--- config.mk ---
export PLATFORM = sky130hd
export DESIGN_NAME = uart_word_loader
export DESIGN_NICKNAME = d
export VERILOG_FILES = /design/src/rtl/uart_word_loader.sv
export SDC_FILE = /design/constraint.sdc
export NUM_CORES = 1
export LEC_CHECK = 0
export CAP_MARGIN = 25
export CORE_MARGIN = 10
export CORE_UTILIZATION = 46
export CTS_CLUSTER_SIZE = 20
export DETAILED_ROUTE_END_ITERATION = 16
export GPL_TIMING_DRIVEN = 1
export MAX_ROUTING_LAYER = met4
export PLACE_DENSITY = 0.73
export SLEW_MARGIN = 10
export SYNTH_ARGS = -nofsm -noshare
export SYNTH_HDL_FRONTEND = slang
export SYNTH_SLANG_ARGS = --single-unit
--- constraint.sdc ---
create_clock -name clk -period 2.7 [get_ports clk]
set_input_delay 0.54 -clock clk [delete_from_list [all_inputs] [get_ports clk]]
set_output_delay 0.54 -clock clk [all_outputs]
set_load 0.02 [all_outputs]
--- src/rtl/uart_word_loader.sv ---
// uart_word_loader: packs UART bytes LSB-first into words, writes from addr 0.
// Ports: clk, resetn, load_en, rx_valid/rx_data/rx_break in; mem_we/mem_addr/mem_wdata, write_done, word_count, err_timeout, err_overflow out.
module uart_word_loader #(
  parameter int BYTES_PER_WORD = 4,
  parameter int ADDR_W         = 8,
  parameter int DEPTH          = 256,
  parameter int TIMEOUT_CYCLES = 65535,
  parameter int TERM_COUNT     = 2,
  localparam int WORD_W        = 8 * BYTES_PER_WORD
) (
  input  logic              clk,
  input  logic              resetn,
  input  logic              load_en,
  input  logic              rx_valid,
  input  logic [7:0]        rx_data,
  input  logic              rx_break,
  output logic              mem_we,
  output logic [ADDR_W-1:0] mem_addr,
  output logic [WORD_W-1:0] mem_wdata,
  output logic              write_done,
  output logic [ADDR_W:0]   word_count,
  output logic              err_timeout,
  output logic              err_overflow
);

  localparam int IDX_W = (BYTES_PER_WORD > 1) ? $clog2(BYTES_PER_WORD) : 1;
  localparam int TMO_W = $clog2(TIMEOUT_CYCLES + 1);
  localparam int RUN_W = $clog2(TERM_COUNT + 1);
  localparam int CNT_W = ADDR_W + 1;
  localparam logic [IDX_W-1:0] LAST_IDX = IDX_W'(BYTES_PER_WORD - 1);

  typedef enum logic [1:0] {
    IDLE,
    COLLECT,
    WRITE,
    DONE
  } state_e;

  state_e            state_q, state_d;
  logic [IDX_W-1:0]  idx_q, idx_d;
  logic [TMO_W-1:0]  idle_q, idle_d;
  logic [RUN_W-1:0]  run_q, run_d, run_nx;
  logic [WORD_W-1:0] word_q, word_d;
  logic [CNT_W-1:0]  cnt_q, cnt_d;
  logic              done_q, done_d;
  logic              tmo_q, tmo_d;
  logic              ovf_q, ovf_d;
  logic              load_en_q;
  logic              rise;

  assign rise = load_en && !load_en_q;

  always_ff @(posedge clk or negedge resetn) begin
    if (!resetn) begin
      state_q   <= IDLE;
      idx_q     <= '0;
      idle_q    <= '0;
      run_q     <= '0;
      word_q    <= '0;
      cnt_q     <= '0;
      done_q    <= 1'b0;
      tmo_q     <= 1'b0;
      ovf_q     <= 1'b0;
      load_en_q <= 1'b0;
    end else begin
      state_q   <= state_d;
      idx_q     <= idx_d;
      idle_q    <= idle_d;
      run_q     <= run_d;
      word_q    <= word_d;
      cnt_q     <= cnt_d;
      done_q    <= done_d;
      tmo_q     <= tmo_d;
      ovf_q     <= ovf_d;
      load_en_q <= load_en;
    end
  end

  always_comb begin
    state_d = state_q;
    idx_d   = idx_q;
    idle_d  = idle_q;
    run_d   = run_q;
    run_nx  = '0;
    word_d  = word_q;
    cnt_d   = cnt_q;
    done_d  = done_q;
    tmo_d   = tmo_q;
    ovf_d   = ovf_q;
    // Dropping load_en abandons the partial word but keeps status visible.
    if (!load_en) begin
      state_d = IDLE;
      idx_d   = '0;
      idle_d  = '0;
      run_d   = '0;
    end else begin
      unique case (state_q)
        IDLE: begin
          if (rise) begin
            state_d = COLLECT;
            idx_d   = '0;
            idle_d  = '0;
            run_d   = '0;
            cnt_d   = '0;
            done_d  = 1'b0;
            tmo_d   = 1'b0;
            ovf_d   = 1'b0;
          end
        end
        COLLECT: begin
          if (rx_break) begin
            idx_d  = '0;
            idle_d = '0;
            run_d  = '0;
          end else if (rx_valid) begin
            idle_d = '0;
            for (int i = 0; i < BYTES_PER_WORD; i++) begin
              if (idx_q == IDX_W'(i)) word_d[i*8 +: 8] = rx_data;
            end
            if (idx_q == LAST_IDX) begin
              idx_d = '0;
              // Memory full: drop the word instead of wrapping.
              if (cnt_q == CNT_W'(DEPTH)) begin
                state_d = DONE;
                done_d  = 1'b1;
                ovf_d   = 1'b1;
              end else begin
                state_d = WRITE;
              end
            end else begin
              idx_d = idx_q + IDX_W'(1);
            end
          end else if (idx_q != '0) begin
            if (idle_q == TMO_W'(TIMEOUT_CYCLES - 1)) begin
              idx_d  = '0;
              idle_d = '0;
              tmo_d  = 1'b1;
            end else begin
              idle_d = idle_q + TMO_W'(1);
            end
          end
        end
        WRITE: begin
          cnt_d  = cnt_q + CNT_W'(1);
          run_nx = (&word_q) ? run_q + RUN_W'(1) : '0;
          if (rx_break) run_nx = '0;
          run_d = run_nx;
          if (run_nx == RUN_W'(TERM_COUNT)) begin
            state_d = DONE;
            done_d  = 1'b1;
          end else begin
            state_d = COLLECT;
            // A byte arriving now starts the next word.
            if (rx_valid && !rx_break) begin
              word_d[7:0] = rx_data;
              idx_d       = IDX_W'(1);
            end
          end
        end
        DONE: begin
          state_d = DONE;
        end
        default: state_d = IDLE;
      endcase
    end
  end

  assign mem_we       = (state_q == WRITE);
  assign mem_addr     = cnt_q[ADDR_W-1:0];
  assign mem_wdata    = word_q;
  assign write_done   = done_q;
  assign word_count   = cnt_q;
  assign err_timeout  = tmo_q;
  assign err_overflow = ovf_q;

endmodule

; Word level (Yosys, flattened, before mapping)
; Cells that the tools add are included.
[op_classes]
addsub = 4
mul = 0
div_mod_pow = 0
magnitude_cmp = 0
eq_ne = 32
n_shift = 0
mux = 53
bitwise_logic = 1
n_reduce_logical = 24
[ops]
columns = operator, count
row1 = two-way mux 16 bit, 6
row2 = two-way mux 2 bit, 21
row3 = two-way mux 8 bit, 5
row4 = case mux 16 bit (2 select lines), 1
row5 = AND reduction 32 bit, 1
row6 = AND reduction 7 bit, 3
row7 = inequality test 2 bit (second input constant), 10
row8 = inequality test 3 bit (second input constant), 6
row9 = case mux 9 bit (2 select lines), 1
row10 = adder 16 x 1 -> 16 bit (second input constant), 1
row11 = == test 16 bit (second input constant), 1
row12 = case mux 8 bit (2 select lines), 1
row13 = AND reduction 5 bit, 3
row14 = case mux 2 bit (3 select lines), 2
row15 = two-way mux 1 bit, 11
row16 = == test 2 bit (second input constant), 5
row17 = inequality test 5 bit (second input constant), 2
row18 = adder 9 x 1 -> 9 bit (second input constant), 1
row19 = == test 9 bit (second input constant), 1
row20 = two-way mux 9 bit, 1
row21 = AND reduction 3 bit, 3
row22 = case mux 2 bit (4 select lines), 1
row23 = AND reduction 8 bit, 1
row24 = nonzero test 2 bit, 4
row25 = 15 further kinds, 22
[totals]
register_bits = 67
latch_bits = 0
ram_bits = 0
mem_bits_ro = 0
in_bits = 13
output_inout_bits = 53
wordCells = 127
memories = 0

; Logic depth before layout (Yosys ltp)
[depth]
word_depth = 9
ltp_mapped = 9
mapped_depth_nobuf = 7

; Least setup slack after synthesis
; No wires, ideal clock.
[synth_path]
path_kind = reg-to-reg
from = reg state_q[1]
to = reg idle_q[11]
arrival_time_ps = 2108
path_slack_ps = 518
path_stages_with_launch = 10
n_path_buf = 2
synth_period_minus_slack_ps = 2182
path_cell_list = dfrtp_1 > inv_1 > ha_1 > buf_6 > nor4bb_4 > a22o_4 > or3_1 > buf_2 > or3_1 > o21ai_2
[synth_via]
elab_chain_len = 3
[synth_rtl]
columns = element, line_no
row1 = from (decl), 39  ; state_e state_q, state_d;
row2 = from (signal assigned), 66  ; state_q <= state_d;
row3 = == test 2 x 1 -> 1 bit / zero test 2 bit (equally long branches), 97  ; unique case (state_q)
row4 = inequality test 5 bit (no source line) (tied with other cells), --
row5 = AND reduction 3 bit (no source line) / two-way mux 16 bit (equally long branches), --
row6 = to (signal assigned), 68  ; idle_q <= idle_d;
row7 = to (decl), 41  ; logic [TMO_W-1:0] idle_q, idle_d;
; Parallel ways exist; a longest one is shown, timed or not.
; A chain may end at the register's enable or synchronous reset.

; Worst setup path after layout
[layout_path]
from = reg state_q[0]
to = out mem_we
[layout_via]
elab_chain_len = 1
[layout_rtl]
columns = element, line_no
row1 = == test 2 bit, 168  ; assign mem_we = (state_q == WRITE);
row2 = to (decl), 17  ; output logic mem_we,
; No other way between the ends.

==> impl_metrics.ini <==
[run_status]
outcome = completed

[clocking]
cts_setup_buffers = 0
cts_made_buffers = 9
cts_root_buf = clkbuf_8
clk_latency_ns = 0.34
htreeDepth = 3
cts_tree = yes
clockBufferDepth = 2
clkSinkCount = 67
ctsHoldBuffers = 0
cts.clk_slew.worst_paths_ns = 0.07

[global_route]
grt_pass1_vias = 2772
grt_overflow = 0
grt_pass1_wl_um = 13860
antenna_found_initial = 0
grt_usage = 0.1538
grt_start_max_net_pins = 37

[synth]
post-synth-top-count-cell = dfrtp_1
seq_area_frac_synth = 0.4845
synth_top_cell_area_share = 0.4845
synth_cell_types = 50
postSynthAreaPerCell_um2 = 10.82
synth_edf_count = 0
ys_async_sr_fraction = 1.000
synth_seq_cells = 67
synthCells = 320
synth_common_cells = 67 x dfrtp_1, 33 x mux2_2, 22 x nor2_1
yosysWarnings = 0
synthFlopType = dfrtp_1
ys_top_cells_by_area = dfrtp_1 48%, mux2_2 11%, ha_1 4.7%, nand4_1 2.7%, o21ai_0 2.5%
syn_area_um2 = 3461
syn-num-nets = 346
yosysTopAreaCell = dfrtp_1

[critical_path]
worst_ep_arrival_time_ns = 1.90
required_ns = 2.16
startpoint_type = flop
crit_type = flop to output pin
crit_fanout = 15
crit_path_end_kind = output pin

[cells_and_area]
antennaDiodeCount = 0
drive_gt1_frac = 0.1696
multi_input_area_um2 = 1632
fillers = 639
nets = 417
ff_latch_area_um2 = 1677
area_growth_pct = 27.58
stdcell_area_um2 = 4415

[floorplan]
num_rows = 31
die_w_um = 106.7
start_util = 0.4746
die-height_um = 106.7
coreArea_um2 = 7292
ios = 66
dieArea_um2 = 11390

[power]
ir_drop_mv = 0.4062
power_leakage_nw = 1.923
finalPower_mw = 2.983
power.density_nw_per_um2 = 675.7

[detailed_routing]
wl_um = 8362
ant_nets = 0
route.detailed.drc = 0
num_vias = 2704
met1Wirelength_um = 3814
route.met2.wl_um = 3890
wl_per_cell_um = 16.93
drt_iter0_drc = 92
dr_wl_met3_um = 583
dr.pass1.iters = 4
via_per_inst = 5.474
top_layer = met4

[sta]
fmax_mhz = 409.1
clock_skew_ns = 0.007403
slew-limit-headroom = 0.4954
fin_tns_setup_ns = 0
period_minus_slack_ns = 2.445
rsz0062_at_grt = no
hold_ws_ns = 0.2681
hold_viol = 0
post-route-period-util = 0.9054
setup_viol_count_final = 0
drv_slew = 0
worstMarginPinSlew_ns = 0.7569

[place]
placed_area_um2 = 4219
portBuffers = 65
place_congestion = 0.8079
dp_hpwl_um = 6231

[job]
max-cap-violations = 0

[worst_hold_path]
min_path_type = input port to async pin
==> flip-flops by register name, summed over array words and instances, names as in the netlist <==
signal        cells
mem_wdata        32
run_q             2
state_q           2
load_en_q         1
err_overflow      1
write_done        1
word_count        9
idle_q           16
idx_q             2
err_timeout       1
==> worst max-delay path, stage by stage (launching register included) <==
cell and delay (ns):
dfrtp_1 0.42, inv_1 0.13, ha_2 0.36, clkdlybuf4s50_1 0.66
==> metrics by stage <==
step                      cells  utilization  setup WS, ns
after floorplan             320            -        0.5178
final                       494       0.6055        0.2554
after global placement      479       0.5786        0.1220
after CTS                   494       0.6052       0.08722
after global routing        494       0.6055        0.1607
after detailed placement    479       0.5786       0.08132
==> path summary, 6_finish.rpt <==
check                      startpoint      endpoint  slack (ns)  cells after the start
max                        state_q[0]        mem_we        0.26                      3
min                            resetn     idle_q[2]        0.27                      1
max reg2reg                state_q[1]     idle_q[7]        0.33                      7
min reg2reg                  run_q[1]      run_q[1]        0.47                      1
max in group asynchronous      resetn  mem_wdata[7]        1.79                      2
min in group clk             run_q[1]      run_q[1]        0.47                      1
==> cells by family (layout without fill, tap and decap cells) <==
| group | count (synthesis) | in the layout | synth area share |
|---|---|---|---|
| AND/OR/NAND/NOR | 109 | 109 | 0.1782 |
| flip-flops | 67 | 67 | 0.4845 |
| AO/OA/AOI/OAI | 55 | 55 | 0.1067 |
| multiplexers | 36 | 36 | 0.1161 |
| buffers and inverters | 31 | 106 | 0.04483 |
| adder cells (fa/ha/maj) | 13 | 13 | 0.04700 |
| XOR/XNOR | 9 | 9 | 0.02278 |
==> final cells by class <==
type	count	share of cell area
Tap cell	99	0.02805
Inverter	17	0.01445
Clock inverter	2	0.007934
Sequential cell	67	0.3797
Multi-Input combinational cell	222	0.3695
Clock buffer	13	0.03599
Timing Repair Buffer	74	0.1644
==> timing repair <==
item	in CTS	in global routing
hold endpoints to repair	0	0
setup endpoints to repair	0	1
gates resized for setup	0	1
==> placed cells by master, fill, tap and decap left out, types with 2 or more instances in the layout <==
cell,n
mux2i_1,3
xnor2_1,3
nand4_1,15
nand2_1,17
nor2_1,22
clkbuf_8,11
clkbuf_1,2
nand3b_1,2
ha_1,12
nand2b_1,4
clkdlybuf4s50_1,64
a21o_1,3
a21oi_1,11
a221oi_1,2
inv_1,17
nand3_1,13
o31ai_1,2
nor4b_1,3
dfrtp_1,67
o21ai_2,5
o21a_1,2
and3_1,5
a31oi_1,2
mux2_2,33
o21ai_0,17
xor2_1,6
buf_4,8
or3_1,8
nor4_1,3
nor3_1,8
==> report_power, final <==
group / switching [mW] / leakage [nW] / internal, mW
registers: 0.0961 / 0.916 / 1.11
logic: 0.518 / 0.908 / 0.432
clock network: 0.358 / 0.0995 / 0.471
total: 0.971 / 1.92 / 2.01
==> routing by layer <==
layer | vias up | track usage
met5 | - | -
met4 | 0 | 0.04545
met3 | 6 | 0.06168
met2 | 71 | 0.2353
met1 | 1337 | 0.1829
li1 | 1290 | -
(Power assumes the default switching activity.)
